<file path="src/rtl/expr_pkg.sv">
// Shared types and decode helpers for the expression-solver sequencer.
package expr_pkg;

  typedef enum logic [2:0] {
    ST_IDLE = 3'd0,
    ST_LOAD = 3'd1,
    ST_ADD2 = 3'd2,
    ST_SUB3 = 3'd3,
    ST_ADD4 = 3'd4,
    ST_DONE = 3'd5
  } state_e;

  localparam logic [1:0] OP_PASS = 2'b00;
  localparam logic [1:0] OP_ADD  = 2'b01;
  localparam logic [1:0] OP_SUB  = 2'b10;

  localparam logic [1:0] SEL_IN1 = 2'b00;
  localparam logic [1:0] SEL_IN2 = 2'b01;
  localparam logic [1:0] SEL_IN3 = 2'b10;
  localparam logic [1:0] SEL_IN4 = 2'b11;

  function automatic logic is_step(input state_e s);
    return (s == ST_LOAD) || (s == ST_ADD2) || (s == ST_SUB3) || (s == ST_ADD4);
  endfunction

  function automatic logic [1:0] step_sel(input state_e s);
    case (s)
      ST_ADD2: return SEL_IN2;
      ST_SUB3: return SEL_IN3;
      ST_ADD4: return SEL_IN4;
      default: return SEL_IN1;
    endcase
  endfunction

  function automatic logic [1:0] step_op(input state_e s);
    case (s)
      ST_ADD2: return OP_ADD;
      ST_SUB3: return OP_SUB;
      ST_ADD4: return OP_ADD;
      default: return OP_PASS;
    endcase
  endfunction

endpackage

</file>
<file path="src/rtl/step_timer.sv">
// Step-hold counter: counts cycles spent in one datapath step and flags the last one.
module step_timer #(
  parameter int ALU_LAT = 1,
  parameter int CNT_W   = 4
) (
  input  logic clk,
  input  logic rst,
  input  logic clr,
  input  logic en,
  output logic last,
  output logic last_nxt
);

  localparam logic [CNT_W-1:0] LAST_CNT = CNT_W'(ALU_LAT - 1);

  logic [CNT_W-1:0] cnt_q;
  logic [CNT_W-1:0] cnt_d;

  always_comb begin
    cnt_d = cnt_q;
    if (clr) begin
      cnt_d = '0;
    end else if (en) begin
      cnt_d = cnt_q + CNT_W'(1);
    end
  end

  always_ff @(posedge clk or posedge rst) begin
    if (rst) begin
      cnt_q <= '0;
    end else begin
      cnt_q <= cnt_d;
    end
  end

  // last_nxt lets the owner register strobes that line up with the next count.
  assign last     = (cnt_q == LAST_CNT);
  assign last_nxt = (cnt_d == LAST_CNT);

endmodule

</file>
<file path="src/rtl/expr_sequencer.sv">
// Control FSM computing Y = ((in1 + in2) - in3) + in4 over the mux/ALU/accumulator.
// Optional step freeze input enabled by EXPR_SEQUENCER_PAUSE_EN.
module expr_sequencer
  import expr_pkg::*;
#(
  parameter int ALU_LAT = 1,
  parameter int CNT_W   = 4
) (
  input  logic       clk,
  input  logic       rst,
  input  logic       start,
  input  logic       ack,
`ifdef EXPR_SEQUENCER_PAUSE_EN
  input  logic       pause,
`endif
  output logic [1:0] M,
  output logic [1:0] alu_op,
  output logic       acc_clr,
  output logic       acc_ld,
  output logic       busy,
  output logic       done
);

  state_e     state_q, state_d;
  logic       tmr_clr, tmr_en, last, last_nxt, hold;
  logic [1:0] m_q, m_d, alu_op_q, alu_op_d;
  logic       acc_clr_q, acc_clr_d, acc_ld_q, acc_ld_d;
  logic       busy_q, busy_d, done_q, done_d;

`ifdef EXPR_SEQUENCER_PAUSE_EN
  assign hold = pause && is_step(state_q);
`else
  assign hold = 1'b0;
`endif

  step_timer #(.ALU_LAT(ALU_LAT), .CNT_W(CNT_W)) u_timer (
    .clk      (clk),
    .rst      (rst),
    .clr      (tmr_clr),
    .en       (tmr_en),
    .last     (last),
    .last_nxt (last_nxt)
  );

  always_comb begin
    state_d = state_q;
    tmr_clr = 1'b0;
    tmr_en  = 1'b0;
    case (state_q)
      ST_IDLE: begin
        tmr_clr = 1'b1;
        if (start) state_d = ST_LOAD;
      end
      ST_LOAD, ST_ADD2, ST_SUB3, ST_ADD4: begin
        if (!hold) begin
          if (last) begin
            tmr_clr = 1'b1;
            case (state_q)
              ST_LOAD: state_d = ST_ADD2;
              ST_ADD2: state_d = ST_SUB3;
              ST_SUB3: state_d = ST_ADD4;
              default: state_d = ST_DONE;
            endcase
          end else begin
            tmr_en = 1'b1;
          end
        end
      end
      ST_DONE: begin
        tmr_clr = 1'b1;
        if (ack) state_d = start ? ST_LOAD : ST_IDLE;
      end
      default: begin
        tmr_clr = 1'b1;
        state_d = ST_IDLE;
      end
    endcase
  end

  // Outputs are decoded from the upcoming state/count so every port comes straight off a flop.
  always_comb begin
    m_d       = step_sel(state_d);
    alu_op_d  = step_op(state_d);
    busy_d    = is_step(state_d);
    done_d    = (state_d == ST_DONE);
    acc_ld_d  = is_step(state_d) && last_nxt && !hold;
    acc_clr_d = (state_d == ST_LOAD) && (state_q != ST_LOAD);
  end

  always_ff @(posedge clk or posedge rst) begin
    if (rst) begin
      state_q   <= ST_IDLE;
      m_q       <= SEL_IN1;
      alu_op_q  <= OP_PASS;
      acc_clr_q <= 1'b0;
      acc_ld_q  <= 1'b0;
      busy_q    <= 1'b0;
      done_q    <= 1'b0;
    end else begin
      state_q   <= state_d;
      m_q       <= m_d;
      alu_op_q  <= alu_op_d;
      acc_clr_q <= acc_clr_d;
      acc_ld_q  <= acc_ld_d;
      busy_q    <= busy_d;
      done_q    <= done_d;
    end
  end

  assign M       = m_q;
  assign alu_op  = alu_op_q;
  assign acc_clr = acc_clr_q;
  assign acc_ld  = acc_ld_q;
  assign busy    = busy_q;
  assign done    = done_q;

endmodule

</file>
<file path="config.mk">
export PLATFORM = sky130hd
export DESIGN_NAME = expr_sequencer
export DESIGN_NICKNAME = d
export VERILOG_FILES = /design/src/rtl/expr_pkg.sv /design/src/rtl/step_timer.sv /design/src/rtl/expr_sequencer.sv
export SDC_FILE = /design/constraint.sdc
export NUM_CORES = 1
export LEC_CHECK = 0
export ABC_AREA = 0
export ABC_CLOCK_PERIOD_IN_PS = 3610
export CORE_UTILIZATION = 40
export CTS_BUF_LIST = sky130_fd_sc_hd__clkbuf_2 sky130_fd_sc_hd__clkbuf_4 sky130_fd_sc_hd__clkbuf_8
export DETAILED_ROUTE_END_ITERATION = 16
export PLACE_DENSITY_LB_ADDON = 0.25
export RECOVER_POWER = 100
export SETUP_SLACK_MARGIN = 0.4
export SYNTH_ARGS = -nofsm -noshare
export SYNTH_HDL_FRONTEND = slang
export SYNTH_SLANG_ARGS = --single-unit
</file>
<file path="constraint.sdc">
create_clock -name clk -period 3.61 [get_ports clk]
set_input_delay 0.722 -clock clk [delete_from_list [all_inputs] [get_ports clk]]
set_output_delay 0.722 -clock clk [all_outputs]
set_load 0.03 [all_outputs]
</file>
# [Word level (Yosys, flattened, before mapping)]
# Cells that the tools add are included.
[word_totals] ff_bits=15 in_bits=4
[classes] add_sub_neg=1 eq_ne=11 reduce_logical=10 n_mux=14
[ops] cell="$pmux 3 s3" n=2
[ops] cell="$eq 3x2->1 const B" n=4
[ops] cell="$eq 3x3->1 const B" n=4
[ops] cell="$mux 3" n=3
[ops] cell="$logic_not 4->1" n=2
[ops] cell="$mux 4" n=2
[ops] cell="$eq 3x1->1 const B" n=2
[ops] cell="$pmux 2 s3" n=1
[ops] cell="$mux 1" n=5
[ops] cell="$add 4x1->4 const B" n=1
[ops] cell="$pmux 2 s2" n=1
[ops] cell="$reduce_or 4->1" n=1
[ops] cell="$logic_not 3->1" n=1
[ops] cell="$logic_or 1x1->1" n=3
[ops] cell="$ne 3x1->1 const B" n=1
[ops] cell="$logic_and 1x1->1" n=2
[ops] cell="$reduce_or 2->1" n=1

# [Depth between registers and ports, before layout]
# Gate-level depths: netlist of run 1.
[depth] ltp_word=9 ltp_mapped=6

# [By module]
# From an unflattened synthesis of run 1, not the netlist that was laid out.
[unflattened] hier_cells=74 hier_area_um2=725.7
[modules_own_cells] mod="expr_sequencer" area_each_um2=489.2 seq_area_each_um2=250.2 n_inst=1 cells_per_inst=52
[modules_own_cells] mod="step_timer" area_each_um2=236.5 seq_area_each_um2=100.1 n_inst=1 cells_per_inst=22

# [Worst setup path after synthesis of run 1]
# Ideal clock, no wire load.
[synth_path] kind="register -> register" from="register u_timer.cnt_q[0]" to="register acc_ld_q (netlist: acc_ld)" setup_slack_ps=2065 t_arrival_ps=1446 path_buffers=0 setup_time_ps=99 stages_incl_launch_ff=7 cell_sequence="dfrtp_1 > inv_1 > ha_1 > nor3b_2 > nor2_2 > ha_1 > a311oi_1"
[synth_between] elab_cells_between_ends=19 classes_between="add/sub (1); eq/ne (4); mux (8); reduce/logical (6)"
[synth_rtl] item="start, declared" line="step_timer.sv:16" text="logic [CNT_W-1:0] cnt_q;"
[synth_rtl] item="start signal, assigned" line="step_timer.sv:32" text="cnt_q <= cnt_d;"
[synth_rtl] item="parallel branches: the longest is 4 deep, another holds $add 4x1->4"
[synth_rtl] item="$mux 4 *" line="step_timer.sv:21" text="if (clr) begin"
[synth_rtl] item="via u_timer.cnt_d[0]" line="step_timer.sv:17" text="logic [CNT_W-1:0] cnt_d;"
[synth_rtl] item="$logic_not 4->1 *" line="step_timer.sv:38" text="assign last_nxt = (cnt_d == LAST_CNT);"
[synth_rtl] item="$logic_and 1x1->1 *" line="expr_sequencer.sv:86" text="acc_ld_d = is_step(state_d) && last_nxt && !hold;"
[synth_rtl] item="via acc_ld_d" line="expr_sequencer.sv:27" text="logic acc_clr_q, acc_clr_d, acc_ld_q, acc_ld_d;"
[synth_rtl] item="end signal, assigned" line="expr_sequencer.sv:104" text="acc_ld_q <= acc_ld_d;"
[synth_rtl] item="end, declared" line="expr_sequencer.sv:27"
# Mark *: on every way through the listed nets, which the timed path passes.

# [Final worst setup path of run 1]
[layout_path] from="register u_timer.cnt_q[0]" to="register acc_ld_q (netlist: acc_ld)"
[layout_between] elab_chain_cells=8 elab_cells_between_ends=19 classes_between="add/sub (1); eq/ne (4); mux (8); reduce/logical (6)"
[layout_lines] item="$logic_not 4->1" line="step_timer.sv:37" text="assign last = (cnt_q == LAST_CNT);"
[layout_lines] item="$mux 3" line="expr_sequencer.sv:56" text="if (last) begin"
[layout_lines] item="$pmux 3 s3" line="expr_sequencer.sv:49" text="case (state_q)"
[layout_lines] item="$eq 3x1->1 or $eq 3x2->1 (tied branches)" line="expr_pkg.sv:23" text="return (s == ST_LOAD) || (s == ST_ADD2) || (s == ST_SUB3) || (s == ST_ADD4);"
[layout_lines] item="$logic_or 1x1->1 (3 in a row)" line="expr_pkg.sv:23"
[layout_lines] item="$logic_and 1x1->1 *" line="expr_sequencer.sv:86"
[layout_lines] item="via acc_ld_d" line="expr_sequencer.sv:27"
# The timed path passes the listed nets; every way through them passes the cells marked *.

==> results of run 1 <==
cell usage after synthesis (all sizes together), types with 2 or more instances:
| cell | n |
|---|---|
| nand2 | 4 |
| nand2b | 2 |
| nor2 | 10 |
| xor2 | 4 |
| a211oi | 2 |
| nor3 | 4 |
| clkbuf | 2 |
| dfrtp | 14 |
| a21oi | 2 |
| ha | 3 |
| nand3 | 2 |
| buf | 2 |
| xnor2 | 2 |
| inv | 4 |
| o21ai | 3 |
sequential cells by signal (all words and copies together) (netlist names):
| register | flops |
|---|---|
| M | 1 |
| acc_clr | 1 |
| acc_ld | 1 |
| alu_op | 2 |
| busy | 1 |
| done | 1 |
| state_q | 3 |
| u_timer.cnt_q | 4 |
critical path: cells and delay by family, from the launching register on:
kind / cells / cell delay [ps]
and+or+nand+nor: 2 / 910
DFF: 1 / 420
AOI/OAI and AO/OA: 2 / 410
adders and majority gates: 1 / 160
buffers and inverters: 1 / 90
per-layer routing:
metal / vias to the layer above / wire length (µm) / global-route usage (%)
met4: 0 / 12 / 5.455
met1: 245 / 596 / 16.84
li1: 270 / - / -
met3: 2 / 58 / 6.000
met2: 12 / 497 / 21.45
met5: - / 0 / 0
logic make-up (layout without fill, tap and decap cells):
group / count (synthesis) / in the layout
mux: 1 / 1
buf+inv: 8 / 19
flops: 14 / 14
compound gates: 12 / 12
simple gates: 29 / 29
xor+xnor: 6 / 6
fa+ha+maj: 3 / 3
final timing paths:
check	to	slack [ps]	from	depth (start not counted)
min in group asynchronous	alu_op[1]	920	rst	2
hold / removal	u_timer.cnt_q[2]	660	u_timer.cnt_q[2]	2
setup / recovery	acc_ld	1510	u_timer.cnt_q[0]	6
max in group asynchronous	u_timer.cnt_q[3]	2340	rst	2
setup reg to reg	acc_ld	1510	u_timer.cnt_q[0]	6
hold reg to reg	u_timer.cnt_q[2]	660	u_timer.cnt_q[2]	2
stage by stage:
stage / util (%) / hold slack [ps]
after floorplan: - / 565.9
after detailed placement: 49.42 / 660.4
after CTS: 51.52 / 676.7
after global routing: 50.94 / 671.9
final: 50.94 / 663.8
after global placement: 49.42 / 651.4
final cells by class:
class                      count  area [µm²]
tap                           25       31.28
clock buffer                   4       36.28
fill                         159       847.1
multi-input combinational     51       336.6
timing repair buffer          11       110.1
inverter                       4       15.01
sequential                    14       350.3
where the power goes:
group | switching [µW] | total, µW | internal (µW) | leakage, µW
clock network | 47.0 | 108 | 61.3 | 0.0000210
registers | 56.6 | 261 | 204 | 0.000179
logic | 157 | 274 | 117 | 0.000203
==> results.json, run 1 <==
{
  "min_path_type": "flop to flop",
  "finalInstanceArea_um2": 879.6,
  "cts_resized": 0,
  "grt_pass1_wl_um": 1952,
  "synth_top_family_by_area": "simple AND/OR/NAND/NOR gates",
  "rows": 15,
  "synth_top_area_share_pct": 47.46,
  "timing.final.crit_share_pct": 58.17,
  "vias_per_cell": 4.853,
  "async_flop_share_pct": 100.0,
  "cts.sinks": 14,
  "cts-hold-fix-buffers": 0,
  "relSlewSlack_pct": 38.13,
  "synth_ff_type": "dfrtp_1",
  "h-tree-depth": 1,
  "clkTransAtPathRegs_ps": 80,
  "dpl.hpwl_um": 860,
  "chipWidth_um": 44.96,
  "routedWlPerCell_um": 10.68,
  "cts_root_buf": "clkbuf_4",
  "max_freq_mhz": 476.2,
  "drt_first_iter_violations": 11,
  "ys_seq_area_share_pct": 47.46,
  "grt-ovfl-total": 0,
  "netlist_top_cells_area": "dfrtp_1 (47%), ha_1 (5.1%), xor2_1 (4.7%)",
  "core_area_um2": 1727,
  "cts_buffers": 3,
  "synthXorXnorAreaFrac_pct": 7.119,
  "maxSlewViolCount": 0,
  "place.port_buffers": 11,
  "pin_count": 12,
  "startpoint_type": "flop",
  "finalWorstSetupSlack_ps": 1510,
  "grt_max_degree": 16,
  "synth-edff-count": 0,
  "postSynthAreaPerCell_um2": 10.11,
  "required_ps": 3760,
  "final_nets": 92,
  "drc": 0,
  "gp_congestion": 0.7839,
  "period_needed_ps": 2100,
  "syn_inst": 73,
  "setup_tns_ps": 0,
  "path_class": "flop to flop",
  "die_area_um2": 2021,
  "firstDrtPassIters": 4,
  "drive_gt1_share_pct": 8.333,
  "crit_slowest_cell": "nor3b_1",
  "p_leak_uw": 0.0004026,
  "crit_chain": "inv_1 -> ha_1 -> nor3b_1 -> nor3_1 -> a211oi_1 -> a311oi_1",
  "dpl_cell_area_um2": 853.3,
  "final.setup_skew_ps": 2.875,
  "status": "finished clean",
  "drt-total-wl_um": 1164,
  "synth-simple-area-share_pct": 21.36,
  "synth-adder-area-share_pct": 5.085,
  "cts_tree": "built",
  "rsz0062_at_grt": "no",
  "die_y_um": 44.96,
  "ys_ff_latch": 14,
  "end_kind": "flop",
  "dp_cells": 105,
  "pre_cts_slack_ps": 1712,
  "power_uw": 642.7,
  "cts.path.max_buffers": 2,
  "final_cell_mix": "dfrtp_1 (14), dlygate4sd3_1 (10), nor2_1 (9)",
  "antenna_cells": 0,
  "ant_nets": 0,
  "tightest_slew_ps": 926.0,
  "track_usage_pct": 13.82,
  "crit_arrival_ps": 2250,
  "grt_pass1_vias": 456,
  "hold_violations": 0,
  "vias": 529,
  "yosys_warnings": 0,
  "cap_viol_max_count": 0,
  "critPathMaxFanout": 8,
  "grt_antenna_before_repair": 0,
  "p_per_area_nw_per_um2": 730.7,
  "syn_area_um2": 738.2,
  "final_common_cell": "dfrtp_1",
  "ir_worst_vdd_mv": 0.3345,
  "yosysUniqueCellTypes": 32,
  "synth_fp_nets": 80,
  "final-instance-count-excl-fill": 109,
  "synth_mux_area_share_pct": 1.525,
  "synth_compound_area_share_pct": 11.86,
  "syn_to_final_growth_pct": 19.15,
  "start_util_pct": 42.75,
  "synth_largest_area_cell": "dfrtp_1",
  "critPathMaxStageDelay_ps": 760,
  "clk_latency_ps": 270,
  "post_cts_buffers": 0,
  "setup_violations": 0
}
No activity file was read; power rests on OpenSTA's default activity.
==> run 2: changes to the inputs <==
Settings changed: ABC_CLOCK_PERIOD_IN_PS 3610 to 2100.
Clock period 3.61 ns to 2.1 ns, I/O delays scaled along.
==> run 2 against run 1 <==
Cell count up 2.8%. Global-route usage up 0.35 points. Sequential share of layout area up 0.17 points. Via count up 2.8%. Sequential power up 59%. Maximum frequency up 26%. Register-to-register slack worse by 1100 ps. Critical path type unchanged.
==> results.json, run 2 (synthesis results as in run 1) <==
{
  "routedWlPerCell_um": 11.84,
  "cts_buffers": 3,
  "p_per_area_nw_per_um2": 1247,
  "pre_cts_slack_ps": 403.7,
  "cts_tree": "built",
  "vias": 544,
  "track_usage_pct": 14.17,
  "final_cell_mix": "dfrtp_1 (14), nor2_1 (10), clkbuf_4 (5), clkbuf_1 (5)",
  "cts_root_buf": "clkbuf_4",
  "critPathMaxFanout": 8,
  "cts.sinks": 14,
  "vias_per_cell": 4.857,
  "crit_arrival_ps": 1860,
  "timing.final.crit_share_pct": 79.67,
  "rr_worst_depth": 6,
  "clk_latency_ps": 280,
  "drive_gt1_share_pct": 11.49,
  "ant_nets": 0,
  "drc": 0,
  "die_y_um": 44.96,
  "grt_max_degree": 15,
  "cap_viol_max_count": 0,
  "tightest_slew_ps": 532.3,
  "clkTransAtPathRegs_ps": 90,
  "min_path_type": "input port to asynchronous set/reset pin",
  "rsz0062_at_grt": "yes",
  "path_class": "flop to flop",
  "relSlewSlack_pct": 64.47,
  "status": "finished clean",
  "largest_reg_flops": 4,
  "drt-total-wl_um": 1326,
  "period_needed_ps": 1673,
  "required_ps": 2280,
  "final.setup_skew_ps": 1.379,
  "grt_pass1_vias": 459,
  "regMostFlops": "u_timer.cnt_q",
  "h-tree-depth": 1,
  "final_common_cell": "dfrtp_1",
  "rows": 15,
  "p_leak_uw": 0.0004089,
  "max_freq_mhz": 597.7,
  "power_uw": 1092,
  "setup_violations": 0,
  "end_kind": "flop",
  "die_area_um2": 2021,
  "antenna_cells": 0,
  "place.port_buffers": 11,
  "startpoint_type": "flop",
  "hold_violations": 0,
  "pin_count": 12,
  "chipWidth_um": 44.96,
  "holdWs_ps": 609.0,
  "syn_to_final_growth_pct": 18.64,
  "drt_first_iter_violations": 9,
  "final_nets": 95,
  "cts.path.max_buffers": 2,
  "grt-ovfl-total": 0,
  "setup_tns_ps": 0,
  "start_util_pct": 42.75,
  "firstDrtPassIters": 4,
  "cts-hold-fix-buffers": 0,
  "ir_worst_vdd_mv": 0.6240,
  "grt_antenna_before_repair": 0,
  "gp_congestion": 0.7516,
  "maxSlewViolCount": 0,
  "core_area_um2": 1727,
  "grt_pass1_wl_um": 2042,
  "finalWorstSetupSlack_ps": 426.9,
  "dpl.hpwl_um": 850.9
}
run 2: cell count changes in the layout (fill, tap and decap cells not counted), sizes merged:
cell | previous run | this run
buf | 0 | 1
clkbuf | 4 | 11
dlygate4sd2 | 0 | 3
dlygate4sd3 | 10 | 2
run 2: where the power goes:
part,switching (µW),internal [µW]
clock network,92.7,105
registers,63.4,351
logic,307,172
run 2: repair_timing:
action | 4_1_cts | 5_1_grt
setup endpoints to repair | 4 | 7
endpoints found under the hold margin | 0 | 0
resized for setup | 4 | 6
setup buffers | 0 | 2
run 2: worst paths after layout:
check                                    to             start  slack [ps]
setup / recovery                     acc_ld  u_timer.cnt_q[0]         430
hold / removal                         M[1]               rst         610
setup reg to reg                     acc_ld  u_timer.cnt_q[0]         430
hold reg to reg                   alu_op[0]        state_q[0]         700
max in group asynchronous  u_timer.cnt_q[3]               rst        1140
min in group clk                  alu_op[0]        state_q[0]         700
run 2: metal layers:
layer	part of all wire, %	wire [µm]	global-route usage, %
met5	0	0	0
met4	1.1	14	7.273
met2	47	627	21.16
met3	3.4	45	3.600
met1	48	638	18.93
run 2: worst max-delay path, stage by stage, from the launching register on:
cell	delay, ps
dfrtp_1	420
inv_1	90
ha_1	170
nor3b_4	340
nor2_1	140
ha_1	220
a311oi_1	200
run 2: final cells by class:
class	count	area (µm²)
Inverter	4	15.01
Tap cell	25	31.28
Timing Repair Buffer	14	97.59
Sequential cell	14	350.3
Fill cell	172	850.8
Clock buffer	4	36.28
Multi-Input combinational cell	51	345.3
run 2: stage by stage:
step / instances / cell area [µm²] / utilization [%]
after floorplan: 73 / 738.2 / -
after global placement: 106 / 860.8 / 49.86
after detailed placement: 106 / 860.8 / 49.86
after CTS: 110 / 899.6 / 52.10
after global routing: 112 / 875.8 / 50.72
final: 112 / 875.8 / 50.72
==> run 3: changes to the inputs <==
Settings changed: ABC_CLOCK_PERIOD_IN_PS 2100 to 1550.
Clock period 2.1 ns to 1.55 ns, I/O delays scaled along.
==> run 3 against run 2 <==
Design area increased by 15%. Routed wire length increased by 21%. Critical path depth unchanged. Combinational power increased by 64%. Clock-buffer cell count decreased by 1. Maximum frequency increased by 13%. Cell count increased by 9.8%. Sequential power increased by 28%. Core utilization increased by 7.4 points. Flip-flop and latch count unchanged. Power increased by 39%.
==> results.json, run 3 (synthesis results as in run 1) <==
{
  "ant_nets": 0,
  "finish.utilization_pct": 58.12,
  "grt-ovfl-total": 0,
  "finalWorstSetupSlack_ps": 73.60,
  "timing.final.crit_share_pct": 95.25,
  "firstDrtPassIters": 2,
  "rsz0062_at_grt": "yes",
  "final.setup_skew_ps": 1.675,
  "maxSlewViolCount": 0,
  "max_freq_mhz": 677.3,
  "drt_first_iter_violations": 10,
  "syn_to_final_growth_pct": 35.93,
  "core_area_um2": 1727,
  "tightest_slew_ps": 528.6,
  "start_util_pct": 42.75,
  "clkTransAtPathRegs_ps": 80,
  "cts_buffers": 3,
  "grt_antenna_before_repair": 0,
  "p_per_area_nw_per_um2": 1514,
  "holdWs_ps": 494.7,
  "clk_latency_ps": 270,
  "relSlewSlack_pct": 64.72,
  "path_class": "flop to flop",
  "grt_pass1_vias": 565,
  "routedWlPerCell_um": 13.07,
  "cts.sinks": 14,
  "h-tree-depth": 1,
  "status": "finished clean",
  "required_ps": 1720,
  "track_usage_pct": 17.60,
  "end_kind": "flop",
  "hold_violations": 0,
  "regMostFlops": "u_timer.cnt_q",
  "largest_reg_flops": 4,
  "startpoint_type": "flop",
  "pre_cts_slack_ps": 29.66,
  "drt-total-wl_um": 1607,
  "period_needed_ps": 1476,
  "place.port_buffers": 11,
  "antenna_cells": 0,
  "drive_gt1_share_pct": 34.69,
  "setup_violations": 0,
  "grt_pass1_wl_um": 2463,
  "ir_worst_vdd_mv": 0.7238,
  "cap_viol_max_count": 0,
  "grt_max_degree": 15,
  "chipWidth_um": 44.96,
  "crit_arrival_ps": 1640,
  "gp_congestion": 0.7140,
  "min_path_type": "flop to flop",
  "dp_cells": 110,
  "final_cell_mix": "dfrtp_1 (14), buf_4 (10), clkbuf_1 (9), nor2_1 (7)",
  "p_leak_uw": 0.0004554,
  "rows": 15,
  "final_common_cell": "dfrtp_1",
  "cts_tree": "built",
  "fill_cells": 161,
  "vias": 610,
  "die_y_um": 44.96,
  "cts.path.max_buffers": 2,
  "die_area_um2": 2021,
  "final-instance-count-excl-fill": 123,
  "cts_root_buf": "clkbuf_4",
  "critPathMaxFanout": 3,
  "final_nets": 107,
  "pin_count": 12,
  "dpl.hpwl_um": 961.8,
  "setup_tns_ps": 0,
  "drc": 0,
  "vias_per_cell": 4.959
}
[run 3: changes by cell type in the layout (fill, tap and decap cells not counted), moves of 2 or more]
cell and delta:
buf_4 +9, clkbuf_1 +4, buf_6 +3, dlygate4sd2_1 -3, ha_1 -3, nor2_1 -3, ha_2 +2, inv_1 -2
inv_2 +2, nor2_2 +2
[run 3: final cells by class]
type | count | area, µm² | area share, %
clock buffer | 3 | 22.52 | 2.244
inverter | 4 | 15.01 | 1.496
multi-input combinational | 51 | 404.1 | 40.27
sequential | 14 | 350.3 | 34.91
tap | 25 | 31.28 | 3.117
timing repair buffer | 26 | 180.2 | 17.96
[run 3: worst paths after layout]
check,startpoint,slack [ps],to,depth (start not counted)
worst max-delay path,u_timer.cnt_q[1],70,state_q[0],6
worst min-delay path,state_q[2],490,state_q[1],1
worst max register to register,u_timer.cnt_q[1],70,state_q[0],6
worst min register to register,state_q[2],490,state_q[1],1
max in group asynchronous,rst,690,u_timer.cnt_q[0],2
min in group asynchronous,rst,510,M[1],2
[run 3: critical path, stage by stage, from the launching register on]
cell and delay, ps:
dfrtp_1 420, inv_2 80, ha_4 120, or3b_4 400
nor2_4 130, o21ai_1 90, o211a_1 120
[run 3: metrics by stage]
step | power [µW] | area [µm²]
2_1_floorplan | 1131 | 773.2
3_3_place_gp | 1379 | 925.9
3_5_place_dp | 1381 | 925.9
4_1_cts | 1533 | 978.4
5_1_grt | 1619 | 1003
6_report | 1520 | 1003
[run 3: power by group]
part	leakage [µW]	switching (µW)	internal [µW]	total, µW
clock network	0.0000138	112	89.9	202
logic	0.000263	504	284	788
registers	0.000179	52.3	477	530
total	0.000455	668	852	1520
[run 3: layer usage]
layer / up-vias / global-route usage [%] / wire [µm]
met5: - / 0 / 0
met2: 15 / 30.72 / 840
met3: 4 / 3.600 / 68
met4: 0 / 7.273 / 23
li1: 300 / - / -
met1: 291 / 20.85 / 675
[run 3: what timing repair did]
action | in CTS | in global routing
buffers inserted | 7 | 3
setup endpoints to repair | 19 | 16
resized for setup | 40 | 17
cloned | 0 | 0
hold buffers | 0 | 0
pin swaps | 6 | 4
